==> config.mk <==
export PLATFORM = sky130hd
export DESIGN_NAME = i2c_addr_reg_bank
export DESIGN_NICKNAME = d
export VERILOG_FILES = /design/src/rtl/i2c_pkg.sv /design/src/rtl/i2c_byte_reg.sv /design/src/rtl/i2c_addr_reg_bank.sv
export SDC_FILE = /design/constraint.sdc
export NUM_CORES = 1
export LEC_CHECK = 0
export CELL_PAD_IN_SITES_DETAIL_PLACEMENT = 1
export CELL_PAD_IN_SITES_GLOBAL_PLACEMENT = 1
export CORE_MARGIN = 3
export CORE_UTILIZATION = 25
export DETAILED_ROUTE_END_ITERATION = 8
export GPL_TIMING_DRIVEN = 0
export MAX_ROUTING_LAYER = met4
export PLACE_DENSITY_LB_ADDON = 0.1
export SLEW_MARGIN = 15
export SYNTH_ARGS = -nofsm -noshare
export SYNTH_HDL_FRONTEND = slang
export SYNTH_SLANG_ARGS = --single-unit
==> constraint.sdc <==
create_clock -name SCL -period 1.6 [get_ports SCL]
set_clock_uncertainty 0.05 [all_clocks]
set_input_delay 0.16 -clock SCL [delete_from_list [all_inputs] [get_ports SCL]]
set_output_delay 0.16 -clock SCL [all_outputs]
set_load 0.02 [all_outputs]
==> src/rtl/i2c_pkg.sv <==
// Shared I2C definitions: default byte width and pointer sizing helper,
// so every I2C block sizes its byte pointers the same way.
package i2c_pkg;

  localparam int I2C_WIDTH = 8;

  // Pointer width for a bank of n entries, never narrower than one bit.
  function automatic int ptr_w(input int n);
    return (n <= 2) ? 1 : $clog2(n);
  endfunction

endpackage

==> src/rtl/i2c_byte_reg.sv <==
// One captured byte: asynchronous clear, synchronous load enable.
module i2c_byte_reg
  import i2c_pkg::*;
#(
  parameter int WIDTH = I2C_WIDTH
) (
  input  logic             clk,
  input  logic             rst_n,
  input  logic             en,
  input  logic [WIDTH-1:0] d,
  output logic [WIDTH-1:0] q
);

  // Hold the byte until the bank selects this slot for a write.
  always_ff @(posedge clk or negedge rst_n) begin
    if (!rst_n) begin
      q <= '0;
    end else if (en) begin
      q <= d;
    end
  end

endmodule

==> src/rtl/i2c_addr_reg_bank.sv <==
// Multi-byte address capture bank for the I2C slave, clocked on SCL.
// Bytes are written in arrival order through an auto-incrementing pointer;
// byte 0 lands in the MSBs of addr_o.
//
// Strobe semantics: load_i is a single-cycle byte strobe with no back-pressure.
// Each SCL edge with load_i=1 presents exactly one byte on data_i; the bank
// either accepts it (writes byte[ptr]) or, when full with WRAP=0, drops it and
// raises the sticky ovf_o. start_i takes priority over load_i in the same cycle.
module i2c_addr_reg_bank
  import i2c_pkg::*;
#(
  parameter int WIDTH     = I2C_WIDTH,
  parameter int NUM_BYTES = 2,
  parameter bit WRAP      = 1'b0
) (
  input  logic                          SCL,
  input  logic                          rst_n,
  input  logic                          start_i,
  input  logic                          load_i,
  input  logic [WIDTH-1:0]              data_i,
  output logic [NUM_BYTES*WIDTH-1:0]    addr_o,
  output logic [ptr_w(NUM_BYTES)-1:0]   ptr_o,
  output logic                          full_o,
  output logic                          ovf_o
);

  localparam int                PTR_W = ptr_w(NUM_BYTES);
  localparam logic [PTR_W-1:0]  LAST  = PTR_W'(NUM_BYTES - 1);

  logic [PTR_W-1:0] ptr_q;
  logic             full_q;
  logic             ovf_q;
  logic             accept;
  logic [WIDTH-1:0] bytes [NUM_BYTES];

  // A load is written unless start_i overrides it or a saturated bank drops it.
  assign accept = load_i & ~start_i & (~full_q | WRAP);

  // Pointer and status flags; start_i restarts the frame but keeps byte contents.
  always_ff @(posedge SCL or negedge rst_n) begin
    if (!rst_n) begin
      ptr_q  <= '0;
      full_q <= 1'b0;
      ovf_q  <= 1'b0;
    end else if (start_i) begin
      ptr_q  <= '0;
      full_q <= 1'b0;
      ovf_q  <= 1'b0;
    end else if (load_i) begin
      if (full_q && !WRAP) begin
        ovf_q <= 1'b1;
      end else if (ptr_q == LAST) begin
        ptr_q  <= '0;
        full_q <= 1'b1;
      end else begin
        ptr_q <= ptr_q + 1'b1;
      end
    end
  end

  for (genvar i = 0; i < NUM_BYTES; i++) begin : g_byte
    i2c_byte_reg #(
      .WIDTH (WIDTH)
    ) u_byte (
      .clk   (SCL),
      .rst_n (rst_n),
      .en    (accept && (ptr_q == PTR_W'(i))),
      .d     (data_i),
      .q     (bytes[i])
    );
    assign addr_o[(NUM_BYTES-1-i)*WIDTH +: WIDTH] = bytes[i];
  end

  assign ptr_o  = ptr_q;
  assign full_o = full_q;
  assign ovf_o  = ovf_q;

endmodule
==> flow_summary.json, run 1 <==
{
  "status": "finished, final reports clean",
  "critPathBufInv": 1,
  "post-place-ws_ps": -302,
  "die_area_mm2": 0.00362,
  "drt-total-wl_um": 1470,
  "core_area_mm2": 0.00278,
  "worst_pin_slew_ps": 849,
  "grt_pass1_wl_um": 2350,
  "ys_types": 8,
  "antenna_found_initial": 0,
  "ir_drop_v": 0.000681,
  "power.leakage_uw": 0.000494,
  "nNetsFinal": 95,
  "cts.sinks": 19,
  "grt_start_max_net_pins": 20,
  "htreeDepth": 1,
  "netlist.area_leader.share": 0.647,
  "synthCells": 44,
  "path_delay_family": "buffers and inverters",
  "setup_violations": 0,
  "max_cap_viol_count": 0,
  "cp_cell_sequence": "clkdlybuf4s50_1",
  "grt_pass1_vias": 512,
  "antenna_left": 0,
  "synth_top_family_by_area": "multiplexers",
  "p_int_uw": 1090,
  "grt_util_all_layers": 0.0929,
  "drcViolationCount": 0,
  "synthAdderAreaFrac": 0,
  "slew_headroom": 0.432,
  "final_cell_area_mm2": 0.00113,
  "dpl_cell_area_mm2": 0.00107,
  "post-route-period-util": 0.932,
  "synth_compound_area_frac": 0.0136,
  "clk_latency_ps": 290,
  "clkPwrFrac": 0.146,
  "cp_max_fo": 2,
  "fin_crit_ps": 1490,
  "numCtsBuffers": 3,
  "ys_seq_area_frac": 0.647,
  "synthesis.nets": 56,
  "cts_tree": "yes",
  "reg2reg_from": "full_o",
  "overflow": 0,
  "initial_core_util": 0.264,
  "ff2ff_path_depth": 4,
  "diodes": 0,
  "clkSlewWorstSetupHoldPaths_ps": 110,
  "yosys_warnings": 0,
  "drt-wirelength-per-cell_um": 13.0,
  "final_core_util": 0.407,
  "synth_area_um2": 734,
  "synth_edf_count": 0,
  "cp_slowest_stage_delay_ps": 620,
  "critPathKind": "reg -> out",
  "arrival_ps": 1280,
  "first_pass_iters": 2,
  "p_switching_uw": 524,
  "routabilityCongestion": 0.622,
  "start_kind": "register",
  "cts_root_buffer": "clkbuf_4",
  "finalHoldViolations": 0,
  "drv_slew": 0,
  "worstReg2RegEnd": "g_byte[1].u_byte.q[2]",
  "sw_frac_of_total": 0.324,
  "synth_ff_type": "dfrtp_1",
  "hold_buffers": 0,
  "async_reset_ff_frac": 1.00,
  "synthXorXnorAreaFrac": 0.0119,
  "num_vias": 488,
  "port_buffers": 30,
  "p_comb_frac": 0.426,
  "area_growth_pct": 54.2,
  "power_density_mw_per_mm2": 1430,
  "die_h_um": 60.2,
  "yosys.area_share.simple": 0.0818,
  "ys_top_cells_by_count": "dfrtp_1, mux2_2, nor2_1",
  "synth.area.mux_share": 0.245,
  "end_kind": "output port",
  "synthTopCellsByArea": "dfrtp_1, mux2_2, nor3b_4",
  "p_seq_frac": 0.428,
  "grt_setup_unrepaired": "no",
  "ys_seq_elements": 19,
  "drive_above_1_share": 0.329,
  "setup_ws_ps": 109,
  "slowest_stage": "clkdlybuf4s50_1",
  "yosys.area.top_type": "dfrtp_1",
  "yosysMostFrequentCell": "dfrtp_1",
  "syn_area_per_cell_um2": 16.7,
  "ios": 31,
  "std_cell_rows": 19,
  "fmaxAchievable_ghz": 0.671,
  "die_x_um": 60.2,
  "viasPerCell": 4.32,
  "required_ps": 1390,
  "reg2reg_slack_ps": 150,
  "hold_class": "in -> async",
  "cts.path.max_buffers": 2,
  "dr.first_iter.drc_count": 4
}
-- what timing repair did --
action	CTS	global route
gates resized for setup	1	1
buffers inserted	2	2
endpoints found under the setup margin	9	9
pin swaps	1	1
-- cells in the final DEF (no fill, tap or decap) --
cell type and count:
nor3_4 1, clkinv_2 1, clkdlybuf4s50_1 28, dlymetal6s2s_1 1, nor3b_4 1, buf_4 4
nor2_1 3, nand2b_4 1, mux2_2 16, a21oi_1 2, clkbuf_4 3, dfrtp_1 19
xor2_1 1, dlygate4sd2_1 1
-- stage by stage --
step	hold WS, ps	total power [µW]	TNS (ps)	std cells
after floorplan	-186	1030	0	44
after global placement	429	1390	-3790	105
after detailed placement	434	1400	-3870	105
after CTS	304	1650	0	111
after global routing	338	1730	0	113
final	285	1620	0	113
-- worst max path at each step --
| stage | startpoint | end | slack, ps | cells after the start |
|---|---|---|---|---|
| after floorplan | full_o | g_byte[1].u_byte.q[0] | 60 | 3 |
| after global placement | load_i | g_byte[1].u_byte.q[0] | -290 | 4 |
| after detailed placement | load_i | g_byte[1].u_byte.q[3] | -300 | 4 |
| after CTS | full_o | full_o | 50 | 1 |
| after global routing | g_byte[1].u_byte.q[5] | addr_o[5] | 30 | 1 |
| final | g_byte[1].u_byte.q[4] | addr_o[4] | 110 | 1 |
-- final cells by class --
type	count	area (µm²)
clock buffer	3	22.5
clock inverter	1	5.00
fill	305	1650
multi-input combinational	25	259
sequential	19	475
tap	31	38.8
timing repair buffer	34	332
-- layer usage --
metal  GRT usage  up-vias  share of wire  routed length (µm)
met2       0.148       21           0.47                 687
met3      0.0475        0           0.10                 148
met1       0.108      236           0.43                 635
met4     0.00949        0              0                   0
met5           -        -              0                   0
li1            -      231              -                   -
-- flip-flops by register name, indices dropped and copies added, names as in the netlist --
signal	count
ovf_o	1
g_byte.u_byte.q	16
ptr_o	1
full_o	1
-- power groups by stage --
stage	logic (µW)	registers, µW	clock network (µW)
6_report	690	692	236
5_1_grt	737	719	277
4_1_cts	696	698	257
3_5_place_dp	693	708	0
3_3_place_gp	686	706	0
2_1_floorplan	151	882	0
-- cell families after synthesis --
logic type | after synthesis
and+or+nand+nor | 6
AOI/OAI and AO/OA | 2
xor gates and xnor gates | 1
muxes | 16
DFF | 19
(Power assumes the default switching activity.)
==> run 2: changes to the inputs <==
- CORE_MARGIN: 3 -> not set
- clock period: 1.6 -> 1.91 ns (I/O delays scaled with it)
==> flow_summary.json, run 2 (same netlist as run 1, synthesis figures left out) <==
{
  "status": "finished, final reports clean",
  "final_cell_area_mm2": 0.00110,
  "antenna_left": 0,
  "ir_drop_v": 0.000488,
  "nFillCells": 305,
  "grt_pass1_wl_um": 2550,
  "drive_above_1_share": 0.282,
  "drt-wirelength-per-cell_um": 13.3,
  "worst_pin_slew_ps": 861,
  "grt_start_max_net_pins": 20,
  "cp_cell_sequence": "clkdlybuf4s50_1",
  "die_area_mm2": 0.00316,
  "cp_slowest_stage_delay_ps": 640,
  "dpl_cell_area_mm2": 0.00107,
  "overflow": 0,
  "die_x_um": 56.2,
  "viasPerCell": 4.50,
  "first_pass_iters": 2,
  "arrival_ps": 1410,
  "max_cap_viol_count": 0,
  "port_buffers": 30,
  "cts.path.max_buffers": 2,
  "num_vias": 490,
  "final_cell_mix": "clkdlybuf4s50_1, dfrtp_1, mux2_2",
  "cts.sinks": 19,
  "finalHoldViolations": 0,
  "drcViolationCount": 0,
  "post-route-period-util": 0.864,
  "clk_latency_ps": 290,
  "fmaxAchievable_ghz": 0.606,
  "hold_class": "in -> async",
  "ios": 31,
  "cp_max_fo": 5,
  "path_delay_family": "buffers and inverters",
  "ctsResizeCount": 0,
  "area_growth_pct": 49.7,
  "grt_setup_unrepaired": "no",
  "routabilityCongestion": 0.651,
  "reg2reg_from": "full_o",
  "clkSlewWorstSetupHoldPaths_ps": 100,
  "drt-total-wl_um": 1450,
  "end_kind": "output port",
  "cts_tree": "yes",
  "grt_pass1_vias": 511,
  "die_h_um": 56.2,
  "critPathBufInv": 1,
  "numCtsBuffers": 3,
  "grt_util_all_layers": 0.112,
  "hold_buffers": 0,
  "cts_root_buffer": "clkbuf_4",
  "start_kind": "register",
  "finalSetupTns_ps": 0,
  "largest_register_ffs": 16,
  "initial_core_util": 0.264,
  "antenna_found_initial": 0,
  "htreeDepth": 1,
  "final_common_cell": "clkdlybuf4s50_1",
  "post-place-ws_ps": -9.91,
  "core_area_mm2": 0.00278,
  "dr.first_iter.drc_count": 6,
  "std_cell_rows": 19,
  "fin_crit_ps": 1650,
  "slew_headroom": 0.424,
  "timing.hold.ws_ps": 325,
  "diodes": 0,
  "regMostFlops": "g_byte.u_byte.q",
  "power.leakage_uw": 0.000450,
  "drv_slew": 0,
  "slowest_stage": "clkdlybuf4s50_1",
  "critPathKind": "reg -> out",
  "power_density_mw_per_mm2": 1230,
  "hpwl_um": 1070,
  "nNetsFinal": 91,
  "setup_ws_ps": 260,
  "post-cts-setup-buffer-count": 0,
  "setup_violations": 0,
  "critical_path.startpoint": "ptr_o",
  "required_ps": 1670
}
run 2: final cells by class:
cell class | instances | area (µm²) | share of cell area
multi-input combinational | 25 | 259 | 0.235
sequential | 19 | 475 | 0.432
timing repair buffer | 30 | 300 | 0.273
clock buffer | 4 | 26.3 | 0.0239
tap | 31 | 38.8 | 0.0353
run 2: where the power goes:
group	internal [µW]	total (µW)	switching, µW
Sequential	520	584	63.9
Combinational	315	569	254
Clock	81.3	202	121
run 2: worst paths after layout:
kind | endpoint | slack, ps | cells past startpoint
max in group asynchronous | g_byte[0].u_byte.q[2] | 960 | 1
max reg2reg | g_byte[1].u_byte.q[6] | 300 | 3
min reg2reg | g_byte[0].u_byte.q[1] | 470 | 1
max | ptr_o | 260 | 1
min in group SCL | g_byte[0].u_byte.q[1] | 470 | 1
min | g_byte[0].u_byte.q[7] | 330 | 1
run 2: stage by stage:
stage | cells | total power, µW | util
global route | 109 | 1430 | 0.395
CTS | 109 | 1380 | 0.395
global placement | 105 | 1170 | 0.386
finish | 109 | 1350 | 0.395
detailed placement | 105 | 1170 | 0.386
floorplan | 44 | 866 | -
run 2: routing by layer:
metal,wire [µm],share of wire,track usage
met4,19,0.013,0.0523
met1,689,0.48,0.149
met2,651,0.45,0.153
met5,0,0,-
met3,89,0.061,0.0395
==> variant 1: new RTL, settings of run 2 <==
`WRAP`: 1'b0 -> 1'b1.
--- a/src/rtl/i2c_addr_reg_bank.sv
+++ b/src/rtl/i2c_addr_reg_bank.sv
@@ -11,7 +11,7 @@
 #(
   parameter int WIDTH     = I2C_WIDTH,
   parameter int NUM_BYTES = 2,
-  parameter bit WRAP      = 1'b0
+  parameter bit WRAP      = 1'b1
 ) (
   input  logic                          SCL,
   input  logic                          rst_n,
Check against the original RTL: not equivalent (a bounded check fails within 4 cycles, from zero or initial values and one cycle with rst_n low).
==> variant 1 against run 2 <==
Global-route usage shrank 0.43 points. Sequential cell count down 1. Wire length decreased by 3.5%. Worst setup slack worse by 10 ps. Design area down 5.1%. First-iteration DRC count shrank 100%. Synthesized cell count shrank 4.5%. Via count decreased by 6.7%. Power down 16%. Area after synthesis shrank 5.6%.
==> variant 1: results (changes against run 2) <==
stage;metric;value;unit;change
placed_design;finalWeightedCongestion;0.5895;;-9.5%
grt;grtUsageMet3;0.03611;;-0.003424
cts;numCtsBuffers;3;;unchanged
routing;top_layer;met3;;
pwr;ir_drop;517.2;uV;+6.0%
layout;layout.nets;88;;-3.3%
layout;num-fill-cells;261;;-14%
grt;grt_pass1_wl;2.076;mm;-19%
layout;drive_above_1_share;0.2973;;+0.01525
grt;use_met1;0.1267;;-0.02210
worst_setup_path;cp_data_arrival_time;1420;ps;
worst_setup_path;slowest_stage;clkdlybuf4s50_1;;
routing;wl_met3;119;um;+34%
placed_design;dp_worst_setup_slack;81.02;ps;+90.93 ps
routing;first_pass_iters;1;;-1
worst_setup_path;reg2reg_from;ptr_o$_DFFE_PN0P_;;
routing;vias;457;;-6.7%
cts;clock-root-buffer;clkbuf_4;;
pwr;power_frac_comb;0.387;;-0.033
grt;antenna_found_initial;0;;unchanged
synth;synth.area.top_cells;dfrtp_1 (65%), mux2_2 (26%), nor3b_4 (2.7%);;
layout;antenna_cells;0;;unchanged
worst_setup_path;worst_r2r_path_depth;2;;-1
pwr;leakage;0.4360;nW;-3.0%
timing;worstMarginPinSlew;809.7;ps;-50.82 ps
pwr;p_clk_frac;0.158;;+0.009
synth;synth_cell_types;9;;+1
routing;route.met2.wl;686;um;+5.4%
routing;drt_iter0_markers;0;;-6
cts;cts_setup_buffers;0;;unchanged
synth;synth_commonest_cells;dfrtp_1 (18), mux2_2 (16), nor2_1 (2);;
grt;met2_usage;0.1647;;+0.01160
synth;synth_ff_type;dfrtp_1;;
worst_setup_path;r2r_slack;420;ps;+120 ps
cts;clkTransAtPathRegs;100;ps;about the same
routing;wl_met1;592;um;-14%
routing;wire_per_inst;13.44;um;+1.1%
worst_setup_path;endpoint;ptr_o;;
worst_setup_path;cpPeakStageDelay;650;ps;
pwr;switching_power;354.0;uW;-19%
pwr;powerDensity;1096;nW/um^2;-11%
placed_design;io_buffers;29;;-3.3%
synth;ys_seq_area_frac;0.6498;;+0.002460
synth;syn_nets;54;;-3.6%
grt;grt_use_total;0.1080;;-0.004296
grt;grt_pass1_vias;472;;-7.6%
placed_design;place_hpwl;1.046;mm;-2.5%
grt;grt_max_degree;19;;-5.0%
outcome;status;finished, final reports clean;;
timing;fin_crit_sh;0.8692;;+0.005365
worst_setup_path;timing.rr.end;g_byte[0].u_byte.q[3]$_DFFE_PN0P_;;
-- variant 1: cell type report --
cell class,count,area [um^2],share of cell area
Tap cell,30,37.54,0.03597
Timing Repair Buffer,29,290.3,0.2782
Sequential cell,18,450.4,0.4317
Buffer,1,7.507,0.007194
Clock buffer,3,22.52,0.02158
Multi-Input combinational cell,23,235.2,0.2254
-- variant 1: cells by family (layout without fill, tap and decap cells) --
group	Yosys count	count (layout)	share of synthesized area
flip-flops	18	18	0.6498
multiplexers	16	16	0.2599
AND/OR/NAND/NOR	4	4	0.05416
other	1	1	0.005410
AO/OA/AOI/OAI	1	1	0.007213
XOR/XNOR	1	1	0.01264
buffers and inverters	1	33	0.01083
-- variant 1: metrics by stage --
| step | hold WS, ps | area, um^2 | cells |
|---|---|---|---|
| global route | 361.2 | 1044 | 104 |
| detailed placement | 445.3 | 1021 | 101 |
| floorplan | -154.6 | 693.2 | 42 |
| global placement | 437.6 | 1021 | 101 |
| finish | 317.2 | 1044 | 104 |
| CTS | 332.1 | 1044 | 104 |
==> variant 2: new RTL, config.mk and constraints of run 2 <==
Made on the original files. Reset style: synchronous (`rst_n`), changed in 2 clocked blocks. Comments in the files are not updated.
--- a/src/rtl/i2c_byte_reg.sv
+++ b/src/rtl/i2c_byte_reg.sv
@@ -12,7 +12,7 @@
 );
 
   // Hold the byte until the bank selects this slot for a write.
-  always_ff @(posedge clk or negedge rst_n) begin
+  always_ff @(posedge clk) begin
     if (!rst_n) begin
       q <= '0;
     end else if (en) begin
--- a/src/rtl/i2c_addr_reg_bank.sv
+++ b/src/rtl/i2c_addr_reg_bank.sv
@@ -37,7 +37,7 @@
   assign accept = load_i & ~start_i & (~full_q | WRAP);
 
   // Pointer and status flags; start_i restarts the frame but keeps byte contents.
-  always_ff @(posedge SCL or negedge rst_n) begin
+  always_ff @(posedge SCL) begin
     if (!rst_n) begin
       ptr_q  <= '0;
       full_q <= 1'b0;
Function: differs if rst_n is asserted again (counterexample within 4 cycles, from zero or initial values and one cycle with rst_n low); with rst_n held inactive, the same outputs for 10 cycles.
==> variant 2 against run 2 <==
Worst setup slack improved by 54 ps. Utilization fell by 0.29 points. Via count increased by 33%. Wire length up 23%. Die area shrank 1.2%. Design area fell by 1.6%. Sequential share of layout area decreased by 8.1 points. Area after synthesis decreased by 1.2%. Sequential cell count did not move. Critical path depth unchanged. Critical path type unchanged. Largest cell class unchanged.
Power is not compared: it rests on default switching activity, and its combinational part moved more than twofold at a synthesized area within 25%.
==> variant 2: results (changes against run 2) <==
stage;metric;value;unit;change
worst_setup_path;r2r_slack;360;ps;+60 ps
placed_design;placed_cells;136;;+30%
worst_setup_path;cp_max_fo;6;;+1
synth;synth_mux_area_frac;0;;-0.2453
layout;nClkBuffers;3;;-1
placed_design;io_buffers;29;;-3.3%
min_path;hold_path_class;in -> reg;;
synth;synth_xor_xnor_area_share;0.01207;;+0.0001439
worst_setup_path;timing.rr.end;g_byte[1].u_byte.q[1]$_SDFFE_PN0P_;;
layout;seq_share;0.3514;;-0.08087
worst_setup_path;cp_data_arrival_time;1350;ps;-60 ps
synth;syn_nets;88;;+57%
routing;vias;652;;+33%
placed_design;place_hpwl;1.301;mm;+21%
placed_design;finalWeightedCongestion;0.6691;;+2.7%
routing;first_pass_iters;3;;+1
layout;multi_input_gates;50;;+100%
grt;grt_pass1_vias;663;;+30%
routing;routed_wl;1.782;mm;+23%
synth;synth_ff_type;dfxtp_1;;
layout;buf_share;0.3144;;+0.04141
grt;grt_max_degree;12;;-40%
synth;synth_cell_types;18;;+10
min_path;hp-start;rst_n;;
synth;syn_area_per_cell;9.549;um^2;-43%
layout;layout.nets;122;;+34%
timing;slew_headroom;0.6635;;+0.2390
outcome;status;finished, final reports clean;;
layout;multi_input_area_share;0.2728;;+0.03734
layout;num-fill-cells;333;;+9.2%
layout;clock_area_frac;0.02543;;+0.001543
synth;ys_seq_area_frac;0.5241;;-0.1232
grt;grt_use_total;0.1271;;+0.01485
routing;drt_iter0_markers;8;;+2
worst_setup_path;endpoint;full_o;;
layout;num-nonclk-buffers;36;;+20%
worst_setup_path;reg2reg_from;full_o$_SDFFE_PP0P_;;
synth;synth_compound_area_frac;0.1655;;+0.1519
layout;drive_above_1_share;0.1468;;-0.1353
grt;grt_pass1_wl;2.960;mm;+16%
worst_setup_path;worst_r2r_path_depth;4;;+1
synth;synth.area.top_cells;dfxtp_1 (52%), nand3_1 (9.7%), o21ai_2 (9.7%);;
==> variant 2: logic make-up (layout without fill, tap and decap cells) <==
group           after synthesis  count (layout)
xor+xnor                      1               1
simple gates                 31              31
buf+inv                       7              40
compound gates               18              18
flops                        19              19
==> variant 2: metal layers <==
| layer | track usage | vias up | routed length, um |
|---|---|---|---|
| met5 | - | - | 0 |
| li1 | - | 331 | - |
| met4 | 0.03136 | 0 | 13 |
| met1 | 0.1579 | 299 | 832 |
| met2 | 0.1928 | 20 | 839 |
| met3 | 0.05349 | 2 | 97 |
==> variant 2: stage by stage <==
step | utilization | hold slack, ps | setup WS, ps | instance area (um^2)
final | 0.3925 | 220.1 | 314.2 | 1082
after global routing | 0.3925 | 222.8 | 154.7 | 1082
after CTS | 0.3925 | 223.1 | 293.9 | 1082
after detailed placement | 0.3825 | 405.4 | 44.36 | 1055
after global placement | 0.3825 | 399.5 | 68.39 | 1055
after floorplan | - | 281.7 | 420.6 | 725.7
